===== src/rtl/aud_adc_i2s_rx.sv =====
// aud_adc_i2s_rx
// Purpose: deserializes the codec ADC I2S stream (codec drives BCLK and LRCK)
// into parallel left/right sample pairs and offers each pair downstream over a
// valid/ready handshake. BCLK, LRCK and data are oversampled in the clk domain.
// Ports:
//   clk, reset        system clock, asynchronous active-high reset
//   enable            1 = capture, 0 = receiver parked in IDLE
//   aud_bclk          codec bit clock (asynchronous)
//   aud_adclrck       codec LR clock, 0 = left, 1 = right (asynchronous)
//   aud_adcdat        codec serial data, MSB first (asynchronous)
//   out_left/right    held sample pair
//   out_valid         pair present on out_left/out_right
//   out_ready         consumer takes the pair when out_valid & out_ready
//   overrun           1-cycle pulse, completed pair dropped (output still full)
//   frame_err         1-cycle pulse, LRCK changed before a word was complete
module aud_adc_i2s_rx #(
  parameter int DATA_W      = 16,
  parameter int SYNC_STAGES = 2
) (
  input  logic              clk,
  input  logic              reset,
  input  logic              enable,
  input  logic              aud_bclk,
  input  logic              aud_adclrck,
  input  logic              aud_adcdat,
  output logic [DATA_W-1:0] out_left,
  output logic [DATA_W-1:0] out_right,
  output logic              out_valid,
  input  logic              out_ready,
  output logic              overrun,
  output logic              frame_err
);

  localparam int CNT_W = $clog2(DATA_W + 1);

  typedef enum logic [1:0] {IDLE, SKIP, SHIFT, WAIT} state_t;

  logic [SYNC_STAGES-1:0] bclkSync_q, lrckSync_q, datSync_q;
  logic                   bclkDly_q, lrckDly_q;
  logic                   bclkS, lrckS, datS;
  logic                   bclkRise, lrckEdge, lastBit, canLoad;
  logic [DATA_W-1:0]      newWord;

  state_t                 state_q;
  logic [CNT_W-1:0]       bitCnt_q;
  logic [DATA_W-2:0]      shift_q;
  logic                   ch_q;
  logic [DATA_W-1:0]      leftHold_q;
  logic                   leftValid_q;
  logic [DATA_W-1:0]      outLeft_q, outRight_q;
  logic                   outValid_q, overrun_q, frameErr_q;

  assign bclkS    = bclkSync_q[SYNC_STAGES-1];
  assign lrckS    = lrckSync_q[SYNC_STAGES-1];
  assign datS     = datSync_q[SYNC_STAGES-1];
  assign bclkRise = bclkS & ~bclkDly_q;
  // lrckDly_q holds the LRCK level seen at the previous BCLK rise, so a change
  // of channel shows up exactly on the first BCLK rise after LRCK moved.
  assign lrckEdge = lrckS ^ lrckDly_q;
  assign newWord  = {shift_q, datS};
  assign lastBit  = (bitCnt_q == CNT_W'(DATA_W - 1));
  assign canLoad  = ~outValid_q | out_ready;

  // Synchronizer chains for the three codec inputs plus the edge-detect flops.
  always_ff @(posedge clk or posedge reset) begin
    if (reset) begin
      bclkSync_q <= '0;
      lrckSync_q <= '0;
      datSync_q  <= '0;
      bclkDly_q  <= 1'b0;
      lrckDly_q  <= 1'b0;
    end else begin
      bclkSync_q <= {bclkSync_q[SYNC_STAGES-2:0], aud_bclk};
      lrckSync_q <= {lrckSync_q[SYNC_STAGES-2:0], aud_adclrck};
      datSync_q  <= {datSync_q[SYNC_STAGES-2:0], aud_adcdat};
      bclkDly_q  <= bclkS;
      if (bclkRise) lrckDly_q <= lrckS;
    end
  end

  // Receive FSM, word assembly and output handshake.
  // The BCLK rise that reveals an LRCK change carries the previous word's LSB,
  // which is also the I2S one-bit delay slot of the new channel; SKIP therefore
  // only clears the counter and the MSB arrives on the following rise.
  always_ff @(posedge clk or posedge reset) begin
    if (reset) begin
      state_q     <= IDLE;
      bitCnt_q    <= '0;
      shift_q     <= '0;
      ch_q        <= 1'b0;
      leftHold_q  <= '0;
      leftValid_q <= 1'b0;
      outLeft_q   <= '0;
      outRight_q  <= '0;
      outValid_q  <= 1'b0;
      overrun_q   <= 1'b0;
      frameErr_q  <= 1'b0;
    end else begin
      overrun_q  <= 1'b0;
      frameErr_q <= 1'b0;
      if (outValid_q && out_ready) outValid_q <= 1'b0;

      if (!enable) begin
        state_q     <= IDLE;
        bitCnt_q    <= '0;
        leftValid_q <= 1'b0;
      end else begin
        case (state_q)
          IDLE: begin
            if (bclkRise && lrckEdge && !lrckS) begin
              state_q     <= SKIP;
              ch_q        <= 1'b0;
              leftValid_q <= 1'b0;
            end
          end
          SKIP: begin
            bitCnt_q <= '0;
            state_q  <= SHIFT;
          end
          SHIFT: begin
            if (bclkRise) begin
              if (lastBit) begin
                // Word complete; a simultaneous LRCK edge is handled after it.
                shift_q  <= newWord[DATA_W-2:0];
                bitCnt_q <= CNT_W'(DATA_W);
                if (!ch_q) begin
                  leftHold_q  <= newWord;
                  leftValid_q <= 1'b1;
                end else begin
                  leftValid_q <= 1'b0;
                  if (leftValid_q) begin
                    if (canLoad) begin
                      outLeft_q  <= leftHold_q;
                      outRight_q <= newWord;
                      outValid_q <= 1'b1;
                    end else begin
                      overrun_q <= 1'b1;
                    end
                  end
                end
                if (lrckEdge) begin
                  state_q <= SKIP;
                  ch_q    <= lrckS;
                end else begin
                  state_q <= WAIT;
                end
              end else if (lrckEdge) begin
                // Short word: drop it and any pending left so pairs never mix.
                frameErr_q  <= 1'b1;
                leftValid_q <= 1'b0;
                state_q     <= SKIP;
                ch_q        <= lrckS;
              end else begin
                shift_q  <= newWord[DATA_W-2:0];
                bitCnt_q <= bitCnt_q + CNT_W'(1);
              end
            end
          end
          WAIT: begin
            if (bclkRise && lrckEdge) begin
              state_q <= SKIP;
              ch_q    <= lrckS;
            end
          end
          default: state_q <= IDLE;
        endcase
      end
    end
  end

  assign out_left  = outLeft_q;
  assign out_right = outRight_q;
  assign out_valid = outValid_q;
  assign overrun   = overrun_q;
  assign frame_err = frameErr_q;

endmodule


===== config.mk =====
export PLATFORM = sky130hd
export DESIGN_NAME = aud_adc_i2s_rx
export DESIGN_NICKNAME = d
export VERILOG_FILES = /design/src/rtl/aud_adc_i2s_rx.sv
export SDC_FILE = /design/constraint.sdc
export NUM_CORES = 1
export LEC_CHECK = 0
export CORE_MARGIN = 10
export CORE_UTILIZATION = 40
export DETAILED_ROUTE_END_ITERATION = 10
export PLACE_DENSITY = 0.72
export SYNTH_ARGS = -nofsm -noshare
export SYNTH_HDL_FRONTEND = slang
export SYNTH_SLANG_ARGS = --single-unit

===== constraint.sdc =====
create_clock -name clk -period 4.3 [get_ports clk]
set_clock_uncertainty 0.05 [all_clocks]
set_input_delay 0.86 -clock clk [delete_from_list [all_inputs] [get_ports clk]]
set_output_delay 0.86 -clock clk [all_outputs]
set_load 0.02 [all_outputs]

==> run metrics <==
synthesized-area fraction occupied by and/or/nand/nor cells 0.0677; Antenna Cells 0; distinct cell type count after synthesis 42; setup tns final 0 ns; CTS tree done; run status finished, final reports clean; Max Slew Vio Count 0; number of setup buffers added after CTS 0; Port Buffer Count a little over 40; post-route worst setup slack between 1.5 and 2 ns; antenna violations before repair 0; die width between 100 and 150 um; nature of the critical path endpoint register; Via density 5.08; adder-cell share of the synthesized area 0.0296; core area slightly above 8000 um^2; most used cells in the layout excluding fill and tap cells sky130_fd_sc_hd__dfrtp_1, sky130_fd_sc_hd__mux2_2, sky130_fd_sc_hd__clkdlybuf4s50_1; GRT Total Usage 0.102; Area Growth Syn to Fin 20.4%; Max FO, Critical Path 16; total half-perimeter wirelength after legalization and detailed placement 4.12 mm; vias in the first global route 2093; required time of the critical path around 4.5 ns; fraction of layout cells with a size suffix above 1 0.320; crit-path cells clkdlybuf4s50_1 -> nand3_4 -> nor3b_4 -> mux2_2; total wire length between 6 and 7 mm; mux share of post-synthesis cell area 0.213; data arrival at the endpoint of the critical path roughly 2.8 ns; average wire length per cell after detail routing 15.8 um; average size of a mapped cell about 15 um^2; DRT antenna net count 0; Top FF cell, synth sky130_fd_sc_hd__dfrtp_1; cell count after synthesis ~230; DRC violation count after routing 0; worst setup slack after placement ~1.3 ns; cell at the root of the clock tree sky130_fd_sc_hd__clkbuf_8; overall via count from detail_route just under 2000; portion of the post-synthesis area used by sequential elements 0.614; Die Height 112 um; top cell family by delay on the critical path simple AND/OR/NAND/NOR gates; number of sinks driven by the clock tree 83; measured slew at the worst slew-check pin between 0.8 and 0.9 ns; number of buffers on the longest clock path 2; delay of the slowest cell on the worst path about 0.73 ns; worst min-delay path class reg2reg; RSZ-0062 raised after global routing no; hold_buf cts 0; count of state elements after synthesis 83; Critical-path top delay cell sky130_fd_sc_hd__nor3b_4; TritonCTS buffer count 9; final count of negative-setup-slack endpoints 0; number of nets in the synthesized netlist 241; leading cell type in the layout, fill and taps excluded sky130_fd_sc_hd__dfrtp_1; static leakage ~1.9 nW; worst hold margin 0.299 ns; async set-or-reset flop fraction in the synthesized netlist 1.00; number of design-rule violations left by the first detailed-router iteration 69; count of standard-cell rows 33; Crit Path Category in2reg; source-to-sink clock delay at the later pin of the worst-skew pair approximately 0.35 ns; Top-Level Pins 42; Design Area, Final between 4000 and 5000 um^2; Syn Std Cell Area roughly 3400 um^2; global-route wire length before repair roughly 11 mm; power per unit of standard cell area around 350 nW/um^2; starting density of the core 0.412; fraction of the mapped netlist area in compound gates 0.0514; level count of the clock H-tree 3; final critical delay including setup and external delays roughly 2.6 ns; count of buffer and inverter cells on the critical path 1; number of hold violations in the final report 0; largest family of logic cells by synthesized area multiplexers; pin count of the biggest net entering global routing 48; overall die area between 10000 and 15000 um^2; fraction of synthesized cell area in xor and xnor cells 0.00481; First-pass DRT Iterations 4; Congestion Overflow GR 0; placed cell areas 3890 um^2; post-CTS resize count 0; number of enable flip-flop cells after synthesis 0; Synth warnings 0; headroom to the max-slew limit 0.418; maximum resistive drop on vdd 0.000157 V; Max Fclk ~0.38 GHz; Routability Congestion 0.858; post-CTS clock slew at the launch and capture registers of the worst setup and hold paths approximately 0.080 ns; share of the clock period used by the worst path 0.607; number of nets in the final layout about 290; critical path startpoint category input port; max-cap check violation count 0
sequential cells by signal, indices dropped and copies added, names as in the netlist:
name	count
out_right	16
state_q	2
frame_err	1
leftValid_q	1
ch_q	1
lrckDly_q	1
leftHold_q	16
datSync_q	2
out_left	16
overrun	1
bclkSync_q	2
bitCnt_q	5
out_valid	1
bclkDly_q	1
shift_q	15
lrckSync_q	2
path summary, 6_finish.rpt:
| check | start | end | slack [ns] | cells after the start |
|---|---|---|---|---|
| worst min-delay path | lrckSync_q[0] | lrckSync_q[1] | 0.30 | 0 |
| max in group asynchronous | reset | leftHold_q[10] | 2.35 | 3 |
| worst min register to register | lrckSync_q[0] | lrckSync_q[1] | 0.30 | 0 |
| worst max register to register | bitCnt_q[0] | out_right[15] | 1.83 | 6 |
| worst max-delay path | enable | leftHold_q[9] | 1.69 | 4 |
| min in group asynchronous | reset | out_right[3] | 0.84 | 2 |
where the power goes:
part | total (mW) | leakage, nW | internal [mW] | switching [mW]
clock network | 0.500 | 0.0795 | 0.215 | 0.286
logic | 0.106 | 0.680 | 0.0409 | 0.0647
registers | 0.801 | 1.14 | 0.790 | 0.0112
cells by family (layout without fill, tap and decap cells):
family / Yosys count / after routing
DFF: 83 / 83
muxes: 64 / 64
and+or+nand+nor: 34 / 34
AOI/OAI and AO/OA: 24 / 24
buffers and inverters: 12 / 64
adders and majority gates: 8 / 8
xor gates and xnor gates: 1 / 1
synth_stat cells, drive strengths merged, types with 3 or more instances:
| library cell | count | area [um^2] |
|---|---|---|
| mux2 | 64 | 721 |
| inv | 6 | 22.5 |
| a21oi | 3 | 15.0 |
| dfrtp | 83 | 2080 |
| ha | 8 | 100 |
| nand3b | 3 | 22.5 |
| o22ai | 3 | 18.8 |
| nor2 | 7 | 31.3 |
| nand2b | 4 | 27.5 |
| a31oi | 3 | 18.8 |
| buf | 6 | 42.5 |
| nand2 | 8 | 37.5 |
layer usage:
layer	vias up	wire length (um)	global-route usage
li1	911	-	-
met1	987	2710	0.123
met2	38	2870	0.154
met3	10	341	0.0376
met4	0	128	0.0584
met5	-	0	0
layout make-up:
type / instances / area (um^2)
fill: 723 / 4150
sequential: 83 / 2080
multi-input combinational: 131 / 1240
timing repair buffer: 42 / 418
tap: 105 / 131
clock buffer: 10 / 128
clock inverter: 6 / 48.8
inverter: 6 / 23.8
metrics by stage:
step,total power [mW],instances,util
finish,1.41,383,0.496
global route,1.48,383,0.496
CTS,1.43,383,0.496
detailed placement,0.922,367,0.474
global placement,0.919,367,0.474
floorplan,0.894,226,-
Power figures use the tool's default switching activity.
